## src/rtl/adc_spi_reader.sv

```systemverilog
// SPI ADC reader: asserts conv_L, waits out the conversion, shifts WID bits MSB-first, then holds the word under an arm/finished handshake.
// Optional macro ADC_SPI_READER_MISO_SYNC_EN puts a two-flop synchronizer on miso with unchanged latency.
module adc_spi_reader #(
  parameter int WID             = 18,
  parameter int WID_LEN         = 5,
  parameter int POLARITY        = 1,
  parameter int PHASE           = 0,
  parameter int CYCLE_HALF_WAIT = 1,
  parameter int CONV_WAIT       = 4,
  parameter int TIMER_LEN       = 16
) (
  input  logic           clk,
  input  logic           rst_L,
  input  logic           arm,
  output logic           finished,
  output logic [WID-1:0] data,
  input  logic           miso,
  output logic           sck,
  output logic           conv_L
);

  localparam logic SCK_IDLE = (POLARITY != 0);
  localparam logic SAMPLE_TRAILING = (PHASE != 0);

  typedef enum logic [1:0] {IDLE, CONV, SHIFT, DONE} state_t;

  state_t               state_q;
  logic [TIMER_LEN-1:0] timer_q;
  logic [WID_LEN-1:0]   bit_cnt_q;
  logic [WID-1:0]       shreg_q;
  logic [WID-1:0]       shreg_d;
  logic                 sck_q;
  logic                 conv_L_q;
  logic                 finished_q;
  logic [WID-1:0]       data_q;
  logic                 miso_s;
  logic                 sample_now;

  if (2 ** WID_LEN <= WID) begin : g_wid_len_chk
    $error("WID_LEN too narrow for WID");
  end

`ifdef ADC_SPI_READER_MISO_SYNC_EN
  logic [1:0] miso_sync_q;

  if (CYCLE_HALF_WAIT < 2) begin : g_sync_chk
    $error("CYCLE_HALF_WAIT must be >= 2 with the miso synchronizer");
  end

  always_ff @(posedge clk) begin
    if (!rst_L) miso_sync_q <= '0;
    else        miso_sync_q <= {miso_sync_q[0], miso};
  end

  always_comb miso_s = miso_sync_q[1];
`else
  always_comb miso_s = miso;
`endif

  // The edge about to be generated leaves the idle level when sck_q is idle (leading edge).
  always_comb begin
    sample_now = (sck_q == SCK_IDLE) ^ SAMPLE_TRAILING;
    shreg_d    = {shreg_q[WID-2:0], miso_s};
  end

  always_ff @(posedge clk) begin
    if (!rst_L) begin
      state_q    <= IDLE;
      timer_q    <= '0;
      bit_cnt_q  <= '0;
      shreg_q    <= '0;
      sck_q      <= SCK_IDLE;
      conv_L_q   <= 1'b1;
      finished_q <= 1'b0;
      data_q     <= '0;
    end else begin
      unique case (state_q)
        IDLE: begin
          sck_q      <= SCK_IDLE;
          conv_L_q   <= 1'b1;
          finished_q <= 1'b0;
          timer_q    <= '0;
          bit_cnt_q  <= '0;
          if (arm) state_q <= CONV;
        end
        CONV: begin
          // conv_L drops on the first CONV cycle; the wait timer runs from the next one.
          if (conv_L_q) begin
            conv_L_q <= 1'b0;
          end else if (timer_q == TIMER_LEN'(CONV_WAIT)) begin
            timer_q <= '0;
            state_q <= SHIFT;
            sck_q   <= ~sck_q;
            if (sample_now) begin
              shreg_q   <= shreg_d;
              bit_cnt_q <= bit_cnt_q + WID_LEN'(1);
            end
          end else begin
            timer_q <= timer_q + TIMER_LEN'(1);
          end
        end
        SHIFT: begin
          if (timer_q == TIMER_LEN'(CYCLE_HALF_WAIT)) begin
            timer_q <= '0;
            if (bit_cnt_q == WID_LEN'(WID) && sck_q == SCK_IDLE) begin
              state_q    <= DONE;
              conv_L_q   <= 1'b1;
              finished_q <= 1'b1;
              data_q     <= shreg_q;
            end else begin
              sck_q <= ~sck_q;
              if (sample_now) begin
                shreg_q   <= shreg_d;
                bit_cnt_q <= bit_cnt_q + WID_LEN'(1);
              end
            end
          end else begin
            timer_q <= timer_q + TIMER_LEN'(1);
          end
        end
        DONE: begin
          if (!arm) begin
            finished_q <= 1'b0;
            state_q    <= IDLE;
          end
        end
      endcase
    end
  end

  assign finished = finished_q;
  assign data     = data_q;
  assign sck      = sck_q;
  assign conv_L   = conv_L_q;

endmodule

```

## config.mk

```make
export PLATFORM = sky130hd
export DESIGN_NAME = adc_spi_reader
export DESIGN_NICKNAME = d
export VERILOG_FILES = /design/src/rtl/adc_spi_reader.sv
export SDC_FILE = /design/constraint.sdc
export NUM_CORES = 1
export LEC_CHECK = 0
export CAP_MARGIN = 20
export CORE_MARGIN = 4
export CORE_UTILIZATION = 35
export DETAILED_ROUTE_END_ITERATION = 8
export PLACE_DENSITY_LB_ADDON = 0.1
export SETUP_SLACK_MARGIN = 0.05
export SLEW_MARGIN = 5
export SYNTH_ARGS = -nofsm -noshare
export SYNTH_HDL_FRONTEND = slang
export SYNTH_SLANG_ARGS = --single-unit
```

## constraint.sdc

```tcl
create_clock -name clk -period 3.2 [get_ports clk]
set_input_delay 0.64 -clock clk [delete_from_list [all_inputs] [get_ports clk]]
set_output_delay 0.64 -clock clk [all_outputs]
set_load 0.05 [all_outputs]
```

==> impl_metrics.toml <==
[yosys]
synth_top_area_frac = 0.4429
yosysMostFrequentCell = "dfxtp_1"
synth.area.top_cells = "dfxtp_1, mux2i_1, a21oi_1, nand3_1, nor2_1"
netlist_area_sq_um = 2803
syn_nets = 336
async_reset_ff_frac = 0
postSynthCellCount = 322
yosysTopAreaCell = "dfxtp_1"
yosysSeqAreaShare = 0.4429
syn_avg_cell_area_sq_um = 8.704
synthTopCellsByCount = "dfxtp_1, nor2_1, a21oi_1"
ys_ff_latch = 62
yosys_warnings = 0
ys.flop_type = "dfxtp_1"
synth_cell_types = 42
synth_enable_flop_cells = 0

[timing]
finalClockSkew_ns = 0.007360
rsz0062_at_grt = "no"
max_freq_mhz = 445.0
final.min_clock_period_ns = 2.247
hold_ws_ns = 0.4824
max-slew-margin-rel = 0.6535
maxSlewViolCount = 0
period_share = 0.7023
hold_violations = 0
setup_viol = 0
tns_ns = 0
max_slew.worst_pin.slew_ns = 0.5198

[worst_setup_path]
worstSetupEndpointType = "output pin"
crit-reg2reg-capture = "bit_cnt_q[2]$_SDFFE_PN0P_"
timing.rr.start = "timer_q[0]$_SDFFE_PN0P_"
worstPathMaxFanout = 6
critPathMaxStageDelay_ns = 0.85
path_cells = "clkdlybuf4s50_1"
crit_cells = 1
startpoint_type = "flip-flop"
cp-endpoint = "sck"
crit_path_top_delay_cell = "clkdlybuf4s50_1"
arrival_ns = 1.61
cp-startpoint = "sck$_SDFFE_PN1P_"
crit_type = "reg -> out"
required_ns = 2.56
rr_worst_depth = 7
cp_num_buf_inv = 1
ff2ff_setup_slack_ns = 0.97
cp_top_family = "buffers and inverters"

[cts]
clk_path_buf_depth = 2
clk_pin_slew_ns = 0.07
numCtsBuffers = 9
cts_setup_buffers = 0
cts_root_buf = "clkbuf_8"
htreeDepth = 3
cts-resized-gates = 0
clk_latency_ns = 0.33
cts_sinks = 62
cts_hold_buf = 0
cts_tree = "built"

[detailed_routing]
drt-vias-per-instance = 5.218
postRouteAntennaNets = 0
finalWirelength_um = 6331
vias = 2374
drc = 0
drtPass1Iterations = 6
wl_per_cell_um = 13.91
drt_iter0_drc = 86

[finish]
finalCoreUtilization = 0.4319
multi_input_area_sq_um = 1443
nFillCells = 823
stdcell_area_sq_um = 3354
seqCellArea_sq_um = 1241
finish.net_count = 362
layout-drive-gt1-share = 0.07649
n_antenna_cell = 0
final_cell_count_no_fill = 455
syn2layout_area_growth_pct = 19.69

[floorplan]
ios = 25
num_rows = 32
fp.dieH_um = 97.49
dieArea_sq_um = 9503
start_util = 0.3608
die_width_um = 97.49
design.core.area_sq_um = 7767

[pwr]
powerDensity_nw_per_um2 = 667.1
peakVddDrop_mv = 0.1913
leakage_nw = 1.267

[grt]
grt_overflow = 0
grt_max_degree = 39
grt_usage = 0.1394
grt_first_pass_wirelength_um = 11030
grt_antenna_before_repair = 0
grt_pass1_vias = 2267

[placed_design]
dp_hpwl_um = 4198
numPlacedInstances = 439
placed_area_sq_um = 3164
gp_congestion = 0.7498
io_buffers = 24

[status]
status = "finished clean"

[worst_hold_path]
worstHoldStart = "shreg_q[17]$_SDFFE_PN0P_"
hold_class = "reg -> reg"

[run]
cap_violations = 0
## cell families (layout without fill, tap and decap cells)
logic type | count (synthesis) | in the layout | share of synthesized area
and+or+nand+nor | 113 | 113 | 0.2107
AOI/OAI and AO/OA | 79 | 79 | 0.1638
DFF | 62 | 62 | 0.4429
xor gates and xnor gates | 10 | 10 | 0.03125
adders and majority gates | 10 | 10 | 0.04464
buffers and inverters | 30 | 61 | 0.04241
muxes | 18 | 18 | 0.06428
## metrics by stage
| stage | worst slack [ns] | total power [mW] |
|---|---|---|
| after floorplan | 1.190 | 1.366 |
| after global routing | 0.7975 | 2.381 |
| final | 0.9527 | 2.238 |
| after detailed placement | 0.9979 | 1.585 |
| after global placement | 1.029 | 1.590 |
| after CTS | 0.9347 | 2.259 |
## how the worst min path moves through the flow
| stage | to | slack, ns | depth (start not counted) |
|---|---|---|---|
| floorplan | shreg_q[17]$_SDFFE_PN0P_ | 0.45 | 2 |
| global placement | shreg_q[17]$_SDFFE_PN0P_ | 0.47 | 2 |
| detailed placement | shreg_q[17]$_SDFFE_PN0P_ | 0.47 | 2 |
| CTS | shreg_q[17]$_SDFFE_PN0P_ | 0.48 | 2 |
| global route | shreg_q[15]$_SDFFE_PN0P_ | 0.51 | 2 |
| finish | shreg_q[17]$_SDFFE_PN0P_ | 0.48 | 2 |
## layout by cell type (no fill, tap or decap), drive strengths merged, types with 2 or more instances in the layout
cell type / Yosys / final
xor2: 4 / 4
nor3: 7 / 7
a31oi: 6 / 6
nor4: 3 / 3
nor4b: 3 / 3
a21o: 3 / 3
clkbuf: 13 / 10
mux2i: 18 / 18
inv: 11 / 11
xnor2: 6 / 6
clkdlybuf4s50: 0 / 24
nand4: 10 / 10
a21oi: 32 / 32
and3: 4 / 4
clkinv: 1 / 6
and4: 2 / 2
nand2: 16 / 16
ha: 10 / 10
nand3: 27 / 27
a221oi: 2 / 2
o21ai: 24 / 24
nor2: 34 / 34
or4: 3 / 3
buf: 5 / 9
dfxtp: 62 / 62
a311oi: 3 / 3
## state kept, by name, indices dropped and copies added (netlist names)
signal / count
timer_q: 16
conv_L: 1
data: 18
bit_cnt_q: 5
state_q: 2
finished: 1
sck: 1
shreg_q: 18
## where the power goes
group	total, mW	leakage, nW	switching (mW)	internal (mW)
clock	0.664	0.100	0.305	0.358
sequential	0.859	0.500	0.0461	0.813
combinational	0.715	0.667	0.508	0.207
total	2.24	1.27	0.859	1.38
## final cells by class
class	instances	share of cell area
tap	102	0.03805
multi-input combinational	230	0.4301
clock inverter	6	0.01865
sequential	62	0.3700
timing repair buffer	33	0.09176
inverter	12	0.01343
clock buffer	10	0.03805
## routing by layer
metal | wire length [um] | global-route usage
met5 | 0 | 0
met4 | 95 | 0.05964
met2 | 2726 | 0.1977
met3 | 161 | 0.02872
met1 | 3348 | 0.2028
Power figures use the tool's default switching activity.
